### config.mk
export PLATFORM = sky130hd
export DESIGN_NAME = apb_pack_master_flat
export DESIGN_NICKNAME = d
export VERILOG_FILES = /design/src/rtl/apb_pack_pkg.sv /design/src/rtl/apb_pack_master_if.sv /design/src/rtl/apb_slv_mux.sv /design/src/rtl/apb_pack_master.sv /design/src/flat_wrapper.sv
export SDC_FILE = /design/constraint.sdc
export NUM_CORES = 1
export LEC_CHECK = 0
export CAP_MARGIN = 20
export CORE_UTILIZATION = 40
export DETAILED_ROUTE_END_ITERATION = 16
export PLACE_DENSITY = 0.77
export RECOVER_POWER = 50
export SLEW_MARGIN = 20
export SYNTH_ARGS = -nofsm -noshare
export SYNTH_HDL_FRONTEND = slang
export SYNTH_HIERARCHICAL = 1
export SYNTH_SLANG_ARGS = --single-unit
export TNS_END_PERCENT = 5
### constraint.sdc
create_clock -name clk -period 3.5 [get_ports clk]
set_input_delay 0.7 -clock clk [delete_from_list [all_inputs] [get_ports clk]]
set_output_delay 0.7 -clock clk [all_outputs]
set_load 0.01 [all_outputs]
### src/rtl/apb_pack_pkg.sv
// Shared types and constants for the packet-driven APB3 master.
// Packet layout, FSM state encoding and error response words.
package apb_pack_pkg;

    typedef enum logic [3:0] {
        StIdle,
        StRdCtrl,
        StCapCtrl,
        StChk,
        StRdData,
        StCapData,
        StSetup,
        StAccess,
        StResp
    } state_t;

    localparam int unsigned FLAG_BIT = 0;
    localparam int unsigned WR_BIT   = 1;
    localparam int unsigned SEL_LSB  = 2;
    localparam int unsigned SEL_MSB  = 7;
    localparam int unsigned ADDR_LSB = 8;
    localparam int unsigned SEL_W    = SEL_MSB - SEL_LSB + 1;
    localparam int unsigned ADDR_W   = 32 - ADDR_LSB;

    localparam logic [31:0] ERR_ILLEGAL_SEL = 32'hDEAD_0001;
    localparam logic [31:0] ERR_SEQ         = 32'hDEAD_0002;
    localparam logic [31:0] ERR_TIMEOUT     = 32'hDEAD_0003;
    localparam logic [31:0] ERR_WR_SLVERR   = 32'hDEAD_0004;
    localparam logic [31:0] WR_OK           = 32'h0000_0000;

endpackage

### src/rtl/apb_pack_master_if.sv
// Bus bundle for apb_pack_master: request FIFO, response FIFO and APB fabric.
// master = the packet master's view, slave = the surrounding environment.
interface apb_pack_master_if #(
    parameter int unsigned NUM_SLV = 4
);
    logic                    fifo_empty;
    logic [31:0]             fifo_rdata;
    logic                    fifo_ren;

    logic                    resp_full;
    logic [31:0]             resp_data;
    logic                    resp_vld;
    logic                    resp_err;

    logic [NUM_SLV-1:0]      psel;
    logic                    penable;
    logic                    pwrite;
    logic [31:0]             paddr;
    logic [31:0]             pwdata;
    logic [NUM_SLV*32-1:0]   prdata;
    logic [NUM_SLV-1:0]      pready;
    logic [NUM_SLV-1:0]      pslverr;

    modport master (
        input  fifo_empty, fifo_rdata, resp_full, prdata, pready, pslverr,
        output fifo_ren, resp_data, resp_vld, resp_err, psel, penable, pwrite, paddr, pwdata
    );

    modport slave (
        output fifo_empty, fifo_rdata, resp_full, prdata, pready, pslverr,
        input  fifo_ren, resp_data, resp_vld, resp_err, psel, penable, pwrite, paddr, pwdata
    );

endinterface

### src/rtl/apb_slv_mux.sv
// Decodes the one-hot select field into a slave index and legality flag,
// and steers that slave's prdata/pready/pslverr back to the master.
module apb_slv_mux
    import apb_pack_pkg::*;
#(
    parameter int unsigned NUM_SLV = 4
) (
    input  logic [SEL_W-1:0]      sel_i,
    input  logic [NUM_SLV*32-1:0] prdata_i,
    input  logic [NUM_SLV-1:0]    pready_i,
    input  logic [NUM_SLV-1:0]    pslverr_i,
    output logic                  legal_o,
    output logic [31:0]           rdata_o,
    output logic                  ready_o,
    output logic                  slverr_o
);
    localparam int unsigned IDX_W = $clog2(SEL_W);

    logic [IDX_W-1:0] idx;

    always_comb begin
        idx      = '0;
        legal_o  = 1'b0;
        rdata_o  = '0;
        ready_o  = 1'b0;
        slverr_o = 1'b0;
        // Exact one-hot match only; zero or multi-hot leaves legal_o low.
        for (int i = 0; i < SEL_W; i++) begin
            if (sel_i == SEL_W'(1 << i)) begin
                idx     = IDX_W'(i);
                legal_o = (unsigned'(i) < NUM_SLV);
            end
        end
        for (int i = 0; i < NUM_SLV; i++) begin
            if (legal_o && (idx == IDX_W'(i))) begin
                rdata_o  = prdata_i[32*i +: 32];
                ready_o  = pready_i[i];
                slverr_o = pslverr_i[i];
            end
        end
    end

endmodule

### src/rtl/apb_pack_master.sv
// Packet-driven APB3 master: pops control/data packets, runs one APB transfer on
// the selected slave and pushes read (and optionally write) responses.
module apb_pack_master
    import apb_pack_pkg::*;
#(
    parameter int unsigned NUM_SLV     = 4,
    parameter int unsigned TIMEOUT_CYC = 256,
    parameter int unsigned WR_RESP_EN  = 0,
    parameter int unsigned ERR_CNT_W   = 8
) (
    input  logic                  clk,
    input  logic                  rst_n,
    apb_pack_master_if.master     bus,
    output logic                  busy,
    output logic [ERR_CNT_W-1:0]  err_cnt
);
    localparam int unsigned TMO_W    = (TIMEOUT_CYC > 1) ? $clog2(TIMEOUT_CYC + 1) : 1;
    localparam int unsigned TMO_LAST = (TIMEOUT_CYC == 0) ? 0 : TIMEOUT_CYC - 1;

    state_t               state_q, state_d;
    logic                 write_q, write_d;
    logic [SEL_W-1:0]     sel_q, sel_d;
    logic [ADDR_W-1:0]    addr_q, addr_d;
    logic [31:0]          pwdata_q, pwdata_d;
    logic [31:0]          resp_data_q, resp_data_d;
    logic                 resp_err_q, resp_err_d;
    logic                 resp_vld_q, resp_vld_d;
    logic [NUM_SLV-1:0]   psel_q, psel_d;
    logic                 penable_q, penable_d;
    logic                 fifo_ren_q, fifo_ren_d;
    logic                 busy_q, busy_d;
    logic [ERR_CNT_W-1:0] err_cnt_q, err_cnt_d;
    logic [TMO_W-1:0]     tmo_cnt_q, tmo_cnt_d;
    logic                 err_inc;

    logic                 sel_legal;
    logic [31:0]          mux_rdata;
    logic                 mux_ready;
    logic                 mux_slverr;

    apb_slv_mux #(
        .NUM_SLV (NUM_SLV)
    ) u_slv_mux (
        .sel_i     (sel_q),
        .prdata_i  (bus.prdata),
        .pready_i  (bus.pready),
        .pslverr_i (bus.pslverr),
        .legal_o   (sel_legal),
        .rdata_o   (mux_rdata),
        .ready_o   (mux_ready),
        .slverr_o  (mux_slverr)
    );

    always_comb begin
        state_d     = state_q;
        write_d     = write_q;
        sel_d       = sel_q;
        addr_d      = addr_q;
        pwdata_d    = pwdata_q;
        resp_data_d = resp_data_q;
        resp_err_d  = resp_err_q;
        resp_vld_d  = 1'b0;
        tmo_cnt_d   = tmo_cnt_q;
        err_inc     = 1'b0;

        case (state_q)
            StIdle: begin
                if (!bus.fifo_empty) state_d = StRdCtrl;
            end
            StRdCtrl: state_d = StCapCtrl;
            StCapCtrl: begin
                if (bus.fifo_rdata[FLAG_BIT]) begin
                    err_inc = 1'b1;
                    state_d = StIdle;
                end else begin
                    write_d  = bus.fifo_rdata[WR_BIT];
                    sel_d    = bus.fifo_rdata[SEL_MSB:SEL_LSB];
                    addr_d   = bus.fifo_rdata[31:ADDR_LSB];
                    pwdata_d = '0;
                    state_d  = StChk;
                end
            end
            StChk: begin
                // Writes always consume their data packet, even with an illegal select.
                if (write_q) begin
                    if (!bus.fifo_empty) state_d = StRdData;
                end else if (sel_legal) begin
                    state_d = StSetup;
                end else begin
                    resp_data_d = ERR_ILLEGAL_SEL;
                    resp_err_d  = 1'b1;
                    err_inc     = 1'b1;
                    state_d     = StResp;
                end
            end
            StRdData: state_d = StCapData;
            StCapData: begin
                if (!sel_legal) begin
                    resp_data_d = ERR_ILLEGAL_SEL;
                    resp_err_d  = 1'b1;
                    err_inc     = 1'b1;
                    state_d     = StResp;
                end else if (!bus.fifo_rdata[FLAG_BIT]) begin
                    resp_data_d = ERR_SEQ;
                    resp_err_d  = 1'b1;
                    err_inc     = 1'b1;
                    state_d     = StResp;
                end else begin
                    pwdata_d = {1'b0, bus.fifo_rdata[31:1]};
                    state_d  = StSetup;
                end
            end
            StSetup: begin
                tmo_cnt_d = '0;
                state_d   = StAccess;
            end
            StAccess: begin
                if (mux_ready) begin
                    err_inc = mux_slverr;
                    if (!write_q) begin
                        resp_data_d = mux_rdata;
                        resp_err_d  = mux_slverr;
                        state_d     = StResp;
                    end else if (WR_RESP_EN != 0) begin
                        resp_data_d = mux_slverr ? ERR_WR_SLVERR : WR_OK;
                        resp_err_d  = mux_slverr;
                        state_d     = StResp;
                    end else begin
                        state_d = StIdle;
                    end
                end else if ((TIMEOUT_CYC != 0) && (tmo_cnt_q == TMO_W'(TMO_LAST))) begin
                    resp_data_d = ERR_TIMEOUT;
                    resp_err_d  = 1'b1;
                    err_inc     = 1'b1;
                    state_d     = StResp;
                end else begin
                    tmo_cnt_d = tmo_cnt_q + TMO_W'(1);
                end
            end
            StResp: begin
                if (!bus.resp_full) begin
                    resp_vld_d = 1'b1;
                    state_d    = StIdle;
                end
            end
            default: state_d = StIdle;
        endcase

        err_cnt_d = err_cnt_q;
        if (err_inc && (err_cnt_q != {ERR_CNT_W{1'b1}})) err_cnt_d = err_cnt_q + 1'b1;

        // Outputs are registered images of the next state.
        psel_d     = ((state_d == StSetup) || (state_d == StAccess)) ? sel_q[NUM_SLV-1:0] : '0;
        penable_d  = (state_d == StAccess);
        fifo_ren_d = (state_d == StRdCtrl) || (state_d == StRdData);
        busy_d     = (state_d != StIdle);
    end

    always_ff @(posedge clk or negedge rst_n) begin
        if (!rst_n) begin
            state_q     <= StIdle;
            write_q     <= 1'b0;
            sel_q       <= '0;
            addr_q      <= '0;
            pwdata_q    <= '0;
            resp_data_q <= '0;
            resp_err_q  <= 1'b0;
            resp_vld_q  <= 1'b0;
            psel_q      <= '0;
            penable_q   <= 1'b0;
            fifo_ren_q  <= 1'b0;
            busy_q      <= 1'b0;
            err_cnt_q   <= '0;
            tmo_cnt_q   <= '0;
        end else begin
            state_q     <= state_d;
            write_q     <= write_d;
            sel_q       <= sel_d;
            addr_q      <= addr_d;
            pwdata_q    <= pwdata_d;
            resp_data_q <= resp_data_d;
            resp_err_q  <= resp_err_d;
            resp_vld_q  <= resp_vld_d;
            psel_q      <= psel_d;
            penable_q   <= penable_d;
            fifo_ren_q  <= fifo_ren_d;
            busy_q      <= busy_d;
            err_cnt_q   <= err_cnt_d;
            tmo_cnt_q   <= tmo_cnt_d;
        end
    end

    assign bus.fifo_ren  = fifo_ren_q;
    assign bus.resp_data = resp_data_q;
    assign bus.resp_vld  = resp_vld_q;
    assign bus.resp_err  = resp_err_q;
    assign bus.psel      = psel_q;
    assign bus.penable   = penable_q;
    assign bus.pwrite    = write_q;
    assign bus.paddr     = {8'h00, addr_q};
    assign bus.pwdata    = pwdata_q;
    assign busy          = busy_q;
    assign err_cnt       = err_cnt_q;

endmodule

### src/flat_wrapper.sv
// flat-port wrapper written by rule: the top's interface ports become plain ports
module apb_pack_master_flat import apb_pack_pkg::*;
#(
    parameter int unsigned NUM_SLV     = 4,
    parameter int unsigned TIMEOUT_CYC = 256,
    parameter int unsigned WR_RESP_EN  = 0,
    parameter int unsigned ERR_CNT_W   = 8
)
  (clk, rst_n, busy, err_cnt, bus_fifo_empty, bus_fifo_rdata, bus_resp_full, bus_prdata, bus_pready, bus_pslverr, bus_fifo_ren, bus_resp_data, bus_resp_vld, bus_resp_err, bus_psel, bus_penable, bus_pwrite, bus_paddr, bus_pwdata);
  apb_pack_master_if #(.NUM_SLV(NUM_SLV)) bus_i ();
  input  logic clk;
  input  logic rst_n;
  output logic busy;
  output logic [ERR_CNT_W-1:0] err_cnt;
  input wire logic [$bits(bus_i.fifo_empty)-1:0] bus_fifo_empty;
  input wire logic [$bits(bus_i.fifo_rdata)-1:0] bus_fifo_rdata;
  input wire logic [$bits(bus_i.resp_full)-1:0] bus_resp_full;
  input wire logic [$bits(bus_i.prdata)-1:0] bus_prdata;
  input wire logic [$bits(bus_i.pready)-1:0] bus_pready;
  input wire logic [$bits(bus_i.pslverr)-1:0] bus_pslverr;
  output wire logic [$bits(bus_i.fifo_ren)-1:0] bus_fifo_ren;
  output wire logic [$bits(bus_i.resp_data)-1:0] bus_resp_data;
  output wire logic [$bits(bus_i.resp_vld)-1:0] bus_resp_vld;
  output wire logic [$bits(bus_i.resp_err)-1:0] bus_resp_err;
  output wire logic [$bits(bus_i.psel)-1:0] bus_psel;
  output wire logic [$bits(bus_i.penable)-1:0] bus_penable;
  output wire logic [$bits(bus_i.pwrite)-1:0] bus_pwrite;
  output wire logic [$bits(bus_i.paddr)-1:0] bus_paddr;
  output wire logic [$bits(bus_i.pwdata)-1:0] bus_pwdata;
  assign bus_i.fifo_empty = bus_fifo_empty;
  assign bus_i.fifo_rdata = bus_fifo_rdata;
  assign bus_i.resp_full = bus_resp_full;
  assign bus_i.prdata = bus_prdata;
  assign bus_i.pready = bus_pready;
  assign bus_i.pslverr = bus_pslverr;
  assign bus_fifo_ren = bus_i.fifo_ren;
  assign bus_resp_data = bus_i.resp_data;
  assign bus_resp_vld = bus_i.resp_vld;
  assign bus_resp_err = bus_i.resp_err;
  assign bus_psel = bus_i.psel;
  assign bus_penable = bus_i.penable;
  assign bus_pwrite = bus_i.pwrite;
  assign bus_paddr = bus_i.paddr;
  assign bus_pwdata = bus_i.pwdata;
  apb_pack_master #(.NUM_SLV(NUM_SLV), .TIMEOUT_CYC(TIMEOUT_CYC), .WR_RESP_EN(WR_RESP_EN), .ERR_CNT_W(ERR_CNT_W)) u_core (.clk(clk), .rst_n(rst_n), .bus(bus_i), .busy(busy), .err_cnt(err_cnt));
endmodule
# After elaboration in Yosys (flattened, before gate mapping)
# Cells that the tools add are included.
[totals]
reg_bits = 125
input_bits = 172
output_inout_bits = 114
elab_cells = 136
[classes]
add_sub_neg = 2
eq_ne = 33
muxes = 69
n_bitwise = 1
reduce_logical = 17
[ops]
columns = ["op", "count"]
rows = [
  ["$mux W32", 14],
  ["$pmux W32 S3", 1],
  ["$pmux W32 S2", 1],
  ["$mux W4", 11],
  ["$pmux W4 S9", 1],
  ["$mux W1", 31],
  ["$eq A4 B3 Y1 const B", 7],
  ["$mux W9", 2],
  ["$pmux W9 S2", 1],
  ["$mux W3", 4],
  ["$ne A2 B2 Y1 const B", 6],
  ["$add A9 B1 Y9 const B", 1],
  ["$eq A9 B8 Y1 const B", 1],
  ["$add A8 B1 Y8 const B", 1],
  ["$eq A4 B1 Y1 const B", 2],
  ["$eq A4 B2 Y1 const B", 2],
  ["$ne A8 B8 Y1 const B", 1],
  ["$eq A3 B2 Y1 const B", 2],
  ["$eq A6 B1 Y1 const B", 1],
  ["$eq A6 B2 Y1 const B", 1],
  ["$eq A6 B3 Y1 const B", 1],
  ["$eq A6 B4 Y1 const B", 1],
  ["$eq A6 B5 Y1 const B", 1],
  ["$eq A6 B6 Y1 const B", 1],
  ["20 further kinds", 27],
]

# Depth between registers and ports, before layout
[depth]
depth_word = 17
ltp_mapped = 12
mapped_depth_nobuf = 10

# Hierarchy
# The synthesis kept the hierarchy.
[modules_own_cells]
columns = ["mod", "n_inst", "cells_per_inst", "area_each_um2", "seq_area_each_um2"]
rows = [
  ["apb_pack_master", 1, 434, 5121.2, 3103.0],
  ["apb_slv_mux", 1, 235, 1381.3, 0.0],
]

# Worst setup path after synthesis
# Ideal clock, no wire load.
[synth_path]
path_type = "register to register"
from = "reg u_core.sel_q[0]"
to = "reg u_core.busy_q (netlist: u_core/busy)"
setup_ns = 0.139
t_arrival_ns = 3.025
required_time_ns = 3.361
slack_ns = 0.336
stages_incl_launch_ff = 11
path_buffers = 3
period_less_slack_ns = 3.164
path_cell_list = "dfrtp_1 buf_2 nor4_4 buf_2 nand3_1 a31oi_1 nor2_1 and4_4 buf_6 or4_4 or4_1"
[synth_via]
elab_chain_cells = 15
word_cells_on_any_way = 35
classes_between = "eq/ne: 9; mux: 20; reduce/logical: 6"
[synth_rtl]
columns = ["item", "line", "text"]
rows = [
  ["start: declaration", "apb_pack_master.sv:22", "logic [SEL_W-1:0] sel_q, sel_d;"],
  ["start signal: assignment", "apb_pack_master.sv:178", "sel_q <= sel_d;"],
  ["$eq A6 B2 Y1 or $eq A6 B1 Y1 (tied branches)", "apb_slv_mux.sv:29", "if (sel_i == SEL_W'(1 << i)) begin"],
  ["$mux W1", "apb_slv_mux.sv:29", ""],
  ["$mux W3 or $mux W1 (tied branches) (4 in a row)", "apb_slv_mux.sv:29", ""],
  ["$logic_not A3 Y1 or $mux W1 (tied branches)", "apb_slv_mux.sv:35, apb_slv_mux.sv:29", ""],
  ["$logic_and A1 B1 Y1", "apb_slv_mux.sv:35", "if (legal_o && (idx == IDX_W'(i))) begin"],
  ["$mux W1 (3 in a row)", "apb_slv_mux.sv:35", ""],
  ["$mux W1 *", "apb_slv_mux.sv:35", ""],
  ["named net u_core.mux_ready", "apb_pack_master.sv:38", "logic mux_ready;"],
  ["$mux W4 *", "apb_pack_master.sv:118", "if (mux_ready) begin"],
  ["$pmux W4 S9 *", "apb_pack_master.sv:66", "case (state_q)"],
  ["named net u_core.state_d[2]", "apb_pack_master.sv:20", "state_t state_q, state_d;"],
  ["$reduce_bool A4 Y1 *", "apb_pack_master.sv:156", "busy_d = (state_d != StIdle);"],
  ["named net u_core.busy_d", "apb_pack_master.sv:31", "logic busy_q, busy_d;"],
  ["end signal: assignment", "apb_pack_master.sv:187", "busy_q <= busy_d;"],
  ["end: declaration", "apb_pack_master.sv:31", ""],
]
# The timed path passes the listed nets; every way through them passes the cells marked *.
# A chain may end at the register's enable or synchronous reset.

# Worst setup path after layout
[layout_path]
from = "reg u_core.sel_q[3]"
to = "reg u_core.err_cnt_q[1] (netlist: u_core/err_cnt[1])"
[layout_via]
elab_chain_cells = 15
word_cells_on_any_way = 39
classes_between = "eq/ne: 9; mux: 24; reduce/logical: 6"
[layout_rtl]
columns = ["item", "line", "text"]
rows = [
  ["$eq A6 B1 Y1", "apb_slv_mux.sv:29", ""],
  ["$mux W1 (5 in a row)", "apb_slv_mux.sv:29", ""],
  ["$mux W1 *", "apb_slv_mux.sv:29", ""],
  ["named net u_core.sel_legal", "apb_pack_master.sv:36", "logic sel_legal;"],
  ["$logic_and A1 B1 Y1", "apb_slv_mux.sv:35", ""],
  ["$mux W1 (4 in a row)", "apb_slv_mux.sv:35", ""],
  ["$mux W1", "apb_pack_master.sv:118", ""],
  ["$pmux W1 S4 *", "apb_pack_master.sv:66", ""],
  ["$logic_and A1 B1 Y1 *", "apb_pack_master.sv:150", "if (err_inc && (err_cnt_q != {ERR_CNT_W{1'b1}})) err_cnt_d = err_cnt_q + 1'b1;"],
  ["end signal: assignment", "apb_pack_master.sv:188", "err_cnt_q <= err_cnt_d;"],
  ["end: declaration", "apb_pack_master.sv:32", "logic [ERR_CNT_W-1:0] err_cnt_q, err_cnt_d;"],
]
# Marks and branches as above.

==> results.txt <==
- Global router's overall resource usage: 0.255
* Number of fill cells in the layout: between 1,000 and 1,500
* Slowest cell on crit path: sky130_fd_sc_hd__a211oi_1
* Wire length of the first global-routing pass: between 30,000 and 40,000 um
- The first TritonRoute pass finished after 5 iterations.
- Among all flip-flop cells after synthesis, the most frequent one is sky130_fd_sc_hd__dfrtp_1.
- For this run, the post-layout net count is around 1,100.
- In this run, synthesis inferred 0 flip-flops with an integrated enable.
- DPL Wire Length: 15,800 um
* Stages on worst setup path: 8
- Pleak: 0.00441 uW
- Die height: 130 um
* Area delta synth->final: 55.0%
* Multi-input gate area: 3080 um2
- CTS sink cnt: around 120
* CP Max Fanout: 20
* Post-CTS repair timing setup buffer count: 0
- Number of design-rule violations left by the first detailed-router iteration: 515
* Vias: 6,211
- In this run the tool buffered the top-level ports with 276 buffer cells.
* Boundary Pins: 286
- Actual transition at the worst max-transition pin: 2.65 ns
* Violated checks: capacitance limit, slew limit
- Once layout is complete, the cells apart from fillers number 1,154.
* CTS Buffer Depth: 2
* Total power per unit cell area: roughly 670 nW/um2
- The number of hold buffers added after CTS was 0.
* Number of antenna violations at the first check in global routing: 0
- Clock latency on the worst-skew pair, taken at its later pin, is 0.42 ns.
* Most area-consuming cells after synthesis: sky130_fd_sc_hd__dfrtp_1 (48%), sky130_fd_sc_hd__nand3_1 (9.9%), sky130_fd_sc_hd__mux2_2 (5.7%)
- STA classifies the critical path endpoint as a flip-flop.
* Gpl congestion: 0.862
* Critical setup path kind: reg -> reg
- Clock transition time at the flip-flop clock pins of the worst setup and hold paths: 0.06 ns
- Number of cell rows: 46
- Flip-flop and latch area: 3100 um2
* Core Region: 15,900 um2
* Proportion of layout cells with a drive suffix above 1: 0.109
- Portion of the clock cycle consumed by the worst path in the final layout: 0.869
- Number of routed nets with antenna violations: 0
- Of the post-synthesis cell area, the dominant cell type holds 0.477.
- The clock tree synthesis step divided the H-tree into 4 levels.
* Worst vdd rail ir drop: around 0.00045 V
* Die Width: 130 um
- RSZ-0062 raised after global routing: false
* Proportion of register bits with asynchronous set or reset after synthesis: 1.00
* Setup TNS Final: 0 ns
- Final standard cell utilization of the core: 0.634
- After global routing the overflow that remains totals 0.
- Type of element launching the critical path: flip-flop
- The routed design could run at a clock period as short as 3.04 ns.
* Vias in the first global route: 5,682
* Yosys warning count: 6
- The final number of hold-violating endpoints is 0.
- Routed length per placed instance: between 15 and 20 um
- The cell area that synthesis handed to floorplanning was 6500 um2.
* Remaining DRCs: 0
* Portion of the post-synthesis area used by sequential elements: 0.477
- Sequence of cells on the critical path: xor2_1 > or3b_2 > a211oi_1 > nand2_1 > a32oi_1 > buf_4 > a31oi_2 > mux2_2
- Counting tap cells, the placed design contains a total of 1,122 instances.
* Fmax: 329 MHz
- The flow ran to the end, but the final reports show violations.
- Counting both buffers and inverters, the worst setup path holds a total of 1.
- Max-Cap Viols: 1
- STA puts the critical path data required time at 3.80 ns.
- Setup violations, final: 0
- Counting instances, the worst hold path has a depth of 2.
- Synthesis inferred roughly 120 register bits.
- The tightest hold path in the finished design has a slack of 0.485 ns.
- Cell type with the highest aggregate area in the netlist: sky130_fd_sc_hd__dfrtp_1
* Top-count cell post-synth: sky130_fd_sc_hd__nand3_1
- Post-detailed-route via-to-cell ratio: 5.38
* Overall die area: 16,800 um2
- For this configuration, the core starts out at a cell density of 0.409.
- Type of the worst min-delay path: reg -> reg
* Avg Synthesized Cell Area: 9.72 um2
- In this run the tightest slew margin relative to its limit is -0.770.
- After detailed routing, the total wire length is 21,500 um.
- Cell at the root of the clock tree: sky130_fd_sc_hd__clkbuf_16
- The max-slew violation total from the final report is 48.
- Summing internal, switching and leakage power gives between 6000 and 7000 uW.
* Highest cell delay on the worst timing path: 0.53 ns
- TritonCTS clock tree: done
* Synth unique cells: 58
- For the worst setup path, the data arrival time is 3.34 ns.
- Number of cells traversed by the worst register-to-register path: 8
- Buffers inserted during clock tree synthesis total 17.
- For the final database, setup skew stands at 0.00709 ns.
* Family of cells with the greatest summed delay on the critical path: compound AO/OA/AOI/OAI gates
* Largest net degree at the start of global routing: 51
* Commonest cells post-synth: sky130_fd_sc_hd__nand3_1 (128), sky130_fd_sc_hd__dfrtp_1 (124), sky130_fd_sc_hd__nor2_1 (40)
- Post-CTS repair changed the size of 0 cells.
- The repair_antennas step left the layout with diodes totalling 0.
* Cell count after synthesis: about 670
## logic make-up after synthesis
family          Yosys count  share of synthesized area
mux                      35                     0.0602
simple gates            317                      0.275
flops                   124                      0.477
fa+ha+maj                 3                    0.00577
buf+inv                  76                     0.0556
compound gates           99                      0.107
xor+xnor                 14                     0.0189
other cells               1                   0.000577
## flip-flops by register name (all words and copies together), names as in the netlist
signal / count
u_core/bus.resp_data: 32
u_core/bus.pwrite: 1
u_core/bus.penable: 1
u_core/bus.resp_err: 1
u_core/bus.pwdata: 31
u_core/tmo_cnt_q: 9
u_core/bus.psel: 4
u_core/state_q: 4
u_core/bus.resp_vld: 1
u_core/err_cnt: 8
u_core/addr_q: 24
u_core/busy: 1
u_core/sel_q: 6
u_core/bus.fifo_ren: 1
## report_power, final
part / total [uW] / switching [uW] / internal [uW]
logic: 2680 / 1370 / 1310
clock network: 1900 / 670 / 1230
registers: 2150 / 354 / 1790
total: 6730 / 2400 / 4330
## path summary, 6_finish.rpt
path / from / endpoint / slack [ns]
max: u_core/sel_q[3] / u_core/err_cnt[1] / 0.46
min: u_core/bus.resp_data[6] / u_core/bus.resp_data[6] / 0.48
max reg2reg: u_core/sel_q[3] / u_core/err_cnt[1] / 0.46
min reg2reg: u_core/bus.resp_data[6] / u_core/bus.resp_data[6] / 0.48
max in group asynchronous: rst_n / u_core/bus.resp_data[19] / 0.80
min in group asynchronous: rst_n / u_core/addr_q[23] / 1.11
## metal layers
layer	wire length (um)	up-vias	track usage
li1	-	2949	-
met1	9790	3012	0.360
met2	10200	225	0.392
met3	1220	25	0.0549
met4	304	0	0.0807
met5	0	-	0
## tightest hold or removal path, stage by stage, from the launching register on
cell,delay (ns)
sky130_fd_sc_hd__dfrtp_1,0.34
sky130_fd_sc_hd__nand3_1,0.06
sky130_fd_sc_hd__nand2_1,0.05
## stage by stage
stage	cell area, um2	setup WS (ns)
after floorplan	6530	0.336
after global placement	9440	0.382
after detailed placement	9440	0.319
after CTS	10100	0.501
after global routing	10100	0.254
final	10100	0.459
## cell usage in the layout, fill, tap and decap left out, drive strengths merged, types with 20 or more instances in the layout
master and instances:
clkbuf 20, nand2 31, nor2 40, dlygate4sd3 51
and3b 32, mux2 33, clkdlybuf4s50 224, nand3 128
buf 24, dfrtp 124, a22o 32, nand4 23
## final cells by class
type                    count  share of cell area
multi-input cells         477               0.306
inverters                   5             0.00186
well taps                 216              0.0268
clock inverters            13              0.0185
repair buffers            300               0.294
clock buffers              19              0.0449
flip-flops and latches    124               0.308
Power figures use the tool's default switching activity.
